`src/rtl/id_reg_file_tagged.sv`:
```
// id_reg_file_tagged: decode-stage register file with per-register busy/tag scoreboard and NUM_RD read ports.
// Define ID_REG_FILE_WB_BYPASS_EN to forward a same-cycle writeback onto matching read ports.
module id_reg_file_tagged #(
  parameter int DATA_WIDTH = 32,
  parameter int REG_CNT = 32,
  parameter int TAG_WIDTH = 4,
  parameter int NUM_RD = 2,
  localparam int AW = $clog2(REG_CNT),
  localparam int CW = $clog2(REG_CNT + 1)
) (
  input  logic                         clk,
  input  logic                         rst,
  input  logic [NUM_RD*AW-1:0]         rs_addr,
  output logic [NUM_RD*DATA_WIDTH-1:0] src_data,
  output logic [NUM_RD-1:0]            src_busy,
  output logic [NUM_RD*TAG_WIDTH-1:0]  src_tag,
  input  logic                         issue_en,
  input  logic [AW-1:0]                issue_rd,
  input  logic [TAG_WIDTH-1:0]         issue_tag,
  input  logic                         wb_en,
  input  logic [AW-1:0]                wb_rd,
  input  logic [TAG_WIDTH-1:0]         wb_tag,
  input  logic [DATA_WIDTH-1:0]        wb_data,
  input  logic                         flush,
  output logic [CW-1:0]                busy_cnt
);
  logic [DATA_WIDTH-1:0] regs_q [REG_CNT];
  logic [DATA_WIDTH-1:0] regs_d [REG_CNT];
  logic [TAG_WIDTH-1:0]  tag_q  [REG_CNT];
  logic [TAG_WIDTH-1:0]  tag_d  [REG_CNT];
  logic [REG_CNT-1:0]    busy_q, busy_d;
  logic [CW-1:0]         busy_cnt_q, busy_cnt_d;

  // Issue is applied after writeback so a same-cycle issue leaves the register busy; flush overrides both.
  always_comb begin
    regs_d = regs_q;
    tag_d = tag_q;
    busy_d = busy_q;
    busy_cnt_d = '0;
    if (wb_en && wb_rd != '0) begin
      regs_d[wb_rd] = wb_data;
      if (busy_q[wb_rd] && tag_q[wb_rd] == wb_tag) begin
        busy_d[wb_rd] = 1'b0;
        tag_d[wb_rd] = '0;
      end
    end
    if (issue_en && issue_rd != '0) begin
      busy_d[issue_rd] = 1'b1;
      tag_d[issue_rd] = issue_tag;
    end
    if (flush) begin
      busy_d = '0;
      for (int i = 0; i < REG_CNT; i++) tag_d[i] = '0;
    end
    for (int i = 0; i < REG_CNT; i++) busy_cnt_d = busy_cnt_d + CW'(busy_d[i]);
  end

  always_ff @(posedge clk or negedge rst) begin
    if (!rst) begin
      for (int i = 0; i < REG_CNT; i++) begin
        regs_q[i] <= '0;
        tag_q[i] <= '0;
      end
      busy_q <= '0;
      busy_cnt_q <= '0;
    end else begin
      regs_q <= regs_d;
      tag_q <= tag_d;
      busy_q <= busy_d;
      busy_cnt_q <= busy_cnt_d;
    end
  end

  assign busy_cnt = busy_cnt_q;

  for (genvar k = 0; k < NUM_RD; k++) begin : g_rd
    logic [AW-1:0] a;
    logic nz, hit, clr;
    assign a = rs_addr[k*AW +: AW];
    assign nz = a != '0;
`ifdef ID_REG_FILE_WB_BYPASS_EN
    assign hit = wb_en && wb_rd == a && nz;
    assign clr = hit && busy_q[a] && tag_q[a] == wb_tag;
`else
    assign hit = 1'b0;
    assign clr = 1'b0;
`endif
    assign src_data[k*DATA_WIDTH +: DATA_WIDTH] = hit ? wb_data : (nz ? regs_q[a] : '0);
    assign src_busy[k] = nz && busy_q[a] && !clr;
    assign src_tag[k*TAG_WIDTH +: TAG_WIDTH] = (nz && busy_q[a] && !clr) ? tag_q[a] : '0;
  end
endmodule

```
`config.mk`:
```
export PLATFORM = sky130hd
export DESIGN_NAME = id_reg_file_tagged
export DESIGN_NICKNAME = d
export VERILOG_FILES = /design/src/rtl/id_reg_file_tagged.sv
export SDC_FILE = /design/constraint.sdc
export NUM_CORES = 2
export LEC_CHECK = 0
export BUFFER_PORTS_ARGS = -buffer_cell sky130_fd_sc_hd__buf_2
export CORE_MARGIN = 2
export CORE_UTILIZATION = 55
export DETAILED_ROUTE_END_ITERATION = 10
export PLACE_DENSITY = 0.77
export SYNTH_ARGS = -nofsm -noshare
export SYNTH_HDL_FRONTEND = slang
export SYNTH_SLANG_ARGS = --single-unit
```
`constraint.sdc`:
```
create_clock -name clk -period 7.45 [get_ports clk]
set_clock_uncertainty 0.05 [all_clocks]
set_input_delay 1.49 -clock clk [delete_from_list [all_inputs] [get_ports clk]]
set_output_delay 1.49 -clock clk [all_outputs]
set_load 0.1 [all_outputs]
```
==> load_flow_metrics.sql <==
INSERT INTO impl_metrics (metric_group, metric, value, unit) VALUES
('floorplanning', 'fp.coreArea', '120000', 'um2'),
('drt', 'drt.antenna.violating_nets', '0', ''),
('global_route', 'first_global_vias', '46331', ''),
('clocking', 'tritoncts_clock_tree', 'built', ''),
('clocking', 'cts_root_buf', 'sky130_fd_sc_hd__clkbuf_16', ''),
('timing', 'grt_setup_unrepaired', 'true', ''),
('timing', 'worst-slew-pin-transition', '1420', 'ps'),
('finish', 'register_area', '29800', 'um2'),
('timing', 'max-slew-margin-rel', '4.53', '%'),
('power_and_ir_drop', 'powerDensity', '268', 'nW/um2'),
('synth', 'synth_cells', '4600', ''),
('placement', 'globalplace.congestion', '1.03', ''),
('drt', 'drc_errors', '0', ''),
('finish', 'finalNetCount', '4664', ''),
('drt', 'finalWirelength', '216000', 'um'),
('power_and_ir_drop', 'power_report.internal_total', '13800', 'uW'),
('clocking', 'clock_latency', '740', 'ps'),
('synth', 'synth_largest_area_cell', 'sky130_fd_sc_hd__dfrtp_1', ''),
('worst_hold_path', 'min-delay-start', 'regs_q[1012]', ''),
('drt', 'num_vias', '45991', ''),
('worst_hold_path', 'holdPathStages', '0', ''),
('finish', 'multi_input_area', '35000', 'um2'),
('timing', 'hold-worst-slack', '351', 'ps'),
('critical_path', 'crit_family', 'adder cells', ''),
('synth', 'syn_avg_cell_area', '14.5', 'um2'),
('floorplanning', 'fp.dieW', '352', 'um'),
('global_route', 'antenna_found_initial', '15', ''),
('synth', 'post_synth_edffs', '0', ''),
('synth', 'fraction_of_registers_with_async_set_reset', '100', '%'),
('synth', 'synth_top_area_share', '44.7', '%'),
('global_route', 'grt_start_max_net_pins', '156', ''),
('synth', 'synth_nets', '4696', ''),
('status', 'run_status', 'finished, violations left', ''),
('critical_path', 'timing.rr.end', 'busy_cnt[4]', ''),
('global_route', 'global_route_wire_length_before_repair', '317000', 'um'),
('timing', 'setup_viol', '1', ''),
('timing', 'finalMaxSlewViolations', '0', ''),
('power_and_ir_drop', 'combPwrFrac', '23.6', '%'),
('clocking', 'cts.sink_count', '1190', ''),
('critical_path', 'cp-start-kind', 'input pin', ''),
('critical_path', 'critical_path.most_common_cell', 'sky130_fd_sc_hd__fa_1', ''),
('drt', 'detail_route.first_pass.iterations', '7', ''),
('clocking', 'clock_pin_transition_on_the_worst_setup_and_hold_timing_paths', '70', 'ps'),
('floorplanning', 'num_io_pins', '145', ''),
('critical_path', 'worst-endpoint-required', '8030', 'ps'),
('power_and_ir_drop', 'cellLeakagePower', '0.0314', 'uW'),
('status', 'violations', 'negative setup slack', ''),
('critical_path', 'critical_path_peak_fanout', '7', ''),
('floorplanning', 'row_count', '127', ''),
('critical_path', 'timing.reg2reg.worst_path_depth', '24', ''),
('floorplanning', 'die-area', '124000', 'um2'),
('timing', 'postLayoutSetupSlackWorst', '-3.31', 'ps'),
('clocking', 'cts-root-to-sink-buffers', '3', ''),
('power_and_ir_drop', 'ir_drop', '0.000223', 'V'),
('clocking', 'cts_htree_levels', '3', ''),
('synth', 'synthTopCellsByArea', 'sky130_fd_sc_hd__dfrtp_1 45%, sky130_fd_sc_hd__mux4_2 22%, sky130_fd_sc_hd__mux2_2 18%, sky130_fd_sc_hd__mux2i_1 2.6%, sky130_fd_sc_hd__clkbuf_1 2.2%', ''),
('finish', 'finish.utilization', '61.8', '%'),
('drt', 'viasPerCell', '7.31', ''),
('floorplanning', 'dieHeight', '352', 'um'),
('timing', 'finalCritPeriodShare', '100', '%'),
('placement', 'hpwlAfterDp', '127000', 'um'),
('finish', 'nFillCells', '8678', ''),
('critical_path', 'max_stage_delay', '530', 'ps'),
('power_and_ir_drop', 'power.share.switching', '30.4', '%'),
('worst_hold_path', 'hold_end', 'regs_q[1012]', ''),
('job', 'maxCapViolations', '0', ''),
('drt', 'post_drt_wl_per_cell', '34.3', 'um'),
('drt', 'drtIter0Drc', '5599', ''),
('synth', 'synth.lib_cells_used.distinct', '60', ''),
('global_route', 'globalRoute.totalOverflow', '0', ''),
('critical_path', 'path_buf_inv', '8', '');
-- timing repair --
item,in CTS,in global routing
hold buffers,0,0
pin swaps,1,9
hold endpoints to repair,0,0
endpoints found under the setup margin,5,5
setup buffers,2,7
gates resized for setup,14,25
cloned,1,2
-- cells in the mapped netlist (8+ instances only) --
master	count
sky130_fd_sc_hd__nand2_1	41
sky130_fd_sc_hd__o221ai_1	23
sky130_fd_sc_hd__o41ai_1	32
sky130_fd_sc_hd__buf_1	88
sky130_fd_sc_hd__a21oi_1	47
sky130_fd_sc_hd__mux2i_1	171
sky130_fd_sc_hd__o22ai_1	37
sky130_fd_sc_hd__a221oi_1	35
sky130_fd_sc_hd__mux2_2	1049
sky130_fd_sc_hd__buf_2	29
sky130_fd_sc_hd__buf_6	8
sky130_fd_sc_hd__clkbuf_1	390
sky130_fd_sc_hd__a211oi_1	17
sky130_fd_sc_hd__nand2b_1	9
sky130_fd_sc_hd__nor3_1	25
sky130_fd_sc_hd__a311oi_1	10
sky130_fd_sc_hd__o21ai_0	126
sky130_fd_sc_hd__a311o_1	9
sky130_fd_sc_hd__fa_1	24
sky130_fd_sc_hd__inv_1	59
sky130_fd_sc_hd__dfrtp_1	1190
sky130_fd_sc_hd__nor2_1	170
sky130_fd_sc_hd__mux4_2	660
sky130_fd_sc_hd__a32oi_1	124
sky130_fd_sc_hd__nand3_1	100
sky130_fd_sc_hd__nor2b_1	15
sky130_fd_sc_hd__clkbuf_2	8
-- worst register-to-register path, cell delays in order (launching register included) --
cell	delay (ps)
sky130_fd_sc_hd__dfrtp_1	480
sky130_fd_sc_hd__mux2i_1	200
sky130_fd_sc_hd__o22ai_1	120
sky130_fd_sc_hd__or4_4	560
sky130_fd_sc_hd__or4_4	530
sky130_fd_sc_hd__a211o_1	330
sky130_fd_sc_hd__nor4_4	150
sky130_fd_sc_hd__buf_6	170
sky130_fd_sc_hd__buf_12	150
sky130_fd_sc_hd__buf_4	120
sky130_fd_sc_hd__a311o_1	180
sky130_fd_sc_hd__fa_1	440
sky130_fd_sc_hd__fa_1	490
sky130_fd_sc_hd__inv_1	60
sky130_fd_sc_hd__fa_2	530
sky130_fd_sc_hd__fa_2	440
sky130_fd_sc_hd__fa_1	490
sky130_fd_sc_hd__fa_1	510
sky130_fd_sc_hd__ha_2	200
sky130_fd_sc_hd__inv_2	50
sky130_fd_sc_hd__fa_2	350
sky130_fd_sc_hd__inv_1	60
sky130_fd_sc_hd__a21o_1	120
sky130_fd_sc_hd__a21oi_2	60
sky130_fd_sc_hd__xnor2_1	130
-- state kept, by name (all words and copies together) (netlist names) --
name / cells
tag_q: 128
busy_q: 32
busy_cnt: 6
regs_q: 1024
-- metrics by stage --
| step | setup WS, ps | TNS [ps] | power (uW) | area, um2 | cells |
|---|---|---|---|---|---|
| 4_1_cts | -71.1 | -81.2 | 19800 | 73900 | 6270 |
| 6_report | -3.31 | -3.31 | 19800 | 74100 | 6290 |
| 5_1_grt | -200 | -405 | 20500 | 74100 | 6283 |
| 3_3_place_gp | -895 | -4340 | 13100 | 69600 | 6045 |
| 3_5_place_dp | -964 | -4760 | 13300 | 69600 | 6045 |
| 2_1_floorplan | -505 | -2130 | 11900 | 66700 | 4600 |
-- placed cells by master, fill, tap and decap left out, types with 37 or more instances in the layout --
| master | instances |
|---|---|
| sky130_fd_sc_hd__o21ai_0 | 126 |
| sky130_fd_sc_hd__buf_2 | 128 |
| sky130_fd_sc_hd__a32oi_1 | 124 |
| sky130_fd_sc_hd__mux2_2 | 1049 |
| sky130_fd_sc_hd__clkbuf_16 | 124 |
| sky130_fd_sc_hd__nand3_1 | 100 |
| sky130_fd_sc_hd__clkbuf_1 | 37 |
| sky130_fd_sc_hd__mux2i_1 | 169 |
| sky130_fd_sc_hd__inv_1 | 56 |
| sky130_fd_sc_hd__nor2_1 | 147 |
| sky130_fd_sc_hd__dfrtp_1 | 1190 |
| sky130_fd_sc_hd__buf_4 | 200 |
| sky130_fd_sc_hd__a21oi_1 | 42 |
| sky130_fd_sc_hd__mux4_2 | 660 |
-- worst max-delay path by stage --
stage	from	to	cells after the start
after floorplan	wb_rd[3]	busy_cnt[4]	26
after global placement	wb_rd[1]	busy_cnt[4]	24
after detailed placement	wb_rd[1]	busy_cnt[4]	24
after CTS	wb_rd[1]	busy_cnt[4]	26
after global routing	wb_rd[1]	busy_cnt[4]	25
final	wb_rd[1]	busy_cnt[4]	26
-- cell type report --
| type | count | share of cell area (%) |
|---|---|---|
| Timing Repair Buffer | 371 | 3.91 |
| Antenna cell | 11 | 0.0371 |
| Tap cell | 1612 | 2.72 |
| Clock buffer | 172 | 4.55 |
| Multi-Input combinational cell | 2823 | 47.2 |
| Inverter | 61 | 0.316 |
| Sequential cell | 1190 | 40.2 |
| Clock inverter | 50 | 1.10 |
-- power groups by stage --
stage          Clock, uW  Combinational [uW]  Sequential, uW
2_1_floorplan          0                3610            8320
3_3_place_gp           0                4510            8580
3_5_place_dp           0                4630            8690
4_1_cts             6530                4660            8590
5_1_grt             6810                4930            8770
6_report            6490                4680            8650
-- metal layers --
metal	share of wire, %	wire, um	global-route usage (%)	up-vias
met4	5.4	11600	16.8	16
met1	38	81400	47.1	24419
met5	0.047	101	0	-
li1	-	-	-	17983
met3	11	24700	9.88	708
met2	45	98200	51.7	2865
-- cells by family (layout without fill, tap and decap cells) --
logic type / after synthesis / count (layout) / synth area share, %
mux: 1880 / 1880 / 42.6
flops: 1190 / 1190 / 44.7
buf+inv: 587 / 654 / 3.48
compound gates: 496 / 496 / 5.32
simple gates: 410 / 410 / 2.94
fa+ha+maj: 31 / 31 / 0.853
xor+xnor: 6 / 6 / 0.0789
other cells: 0 / 11 / 0
No activity file was read; power rests on OpenSTA's default activity.
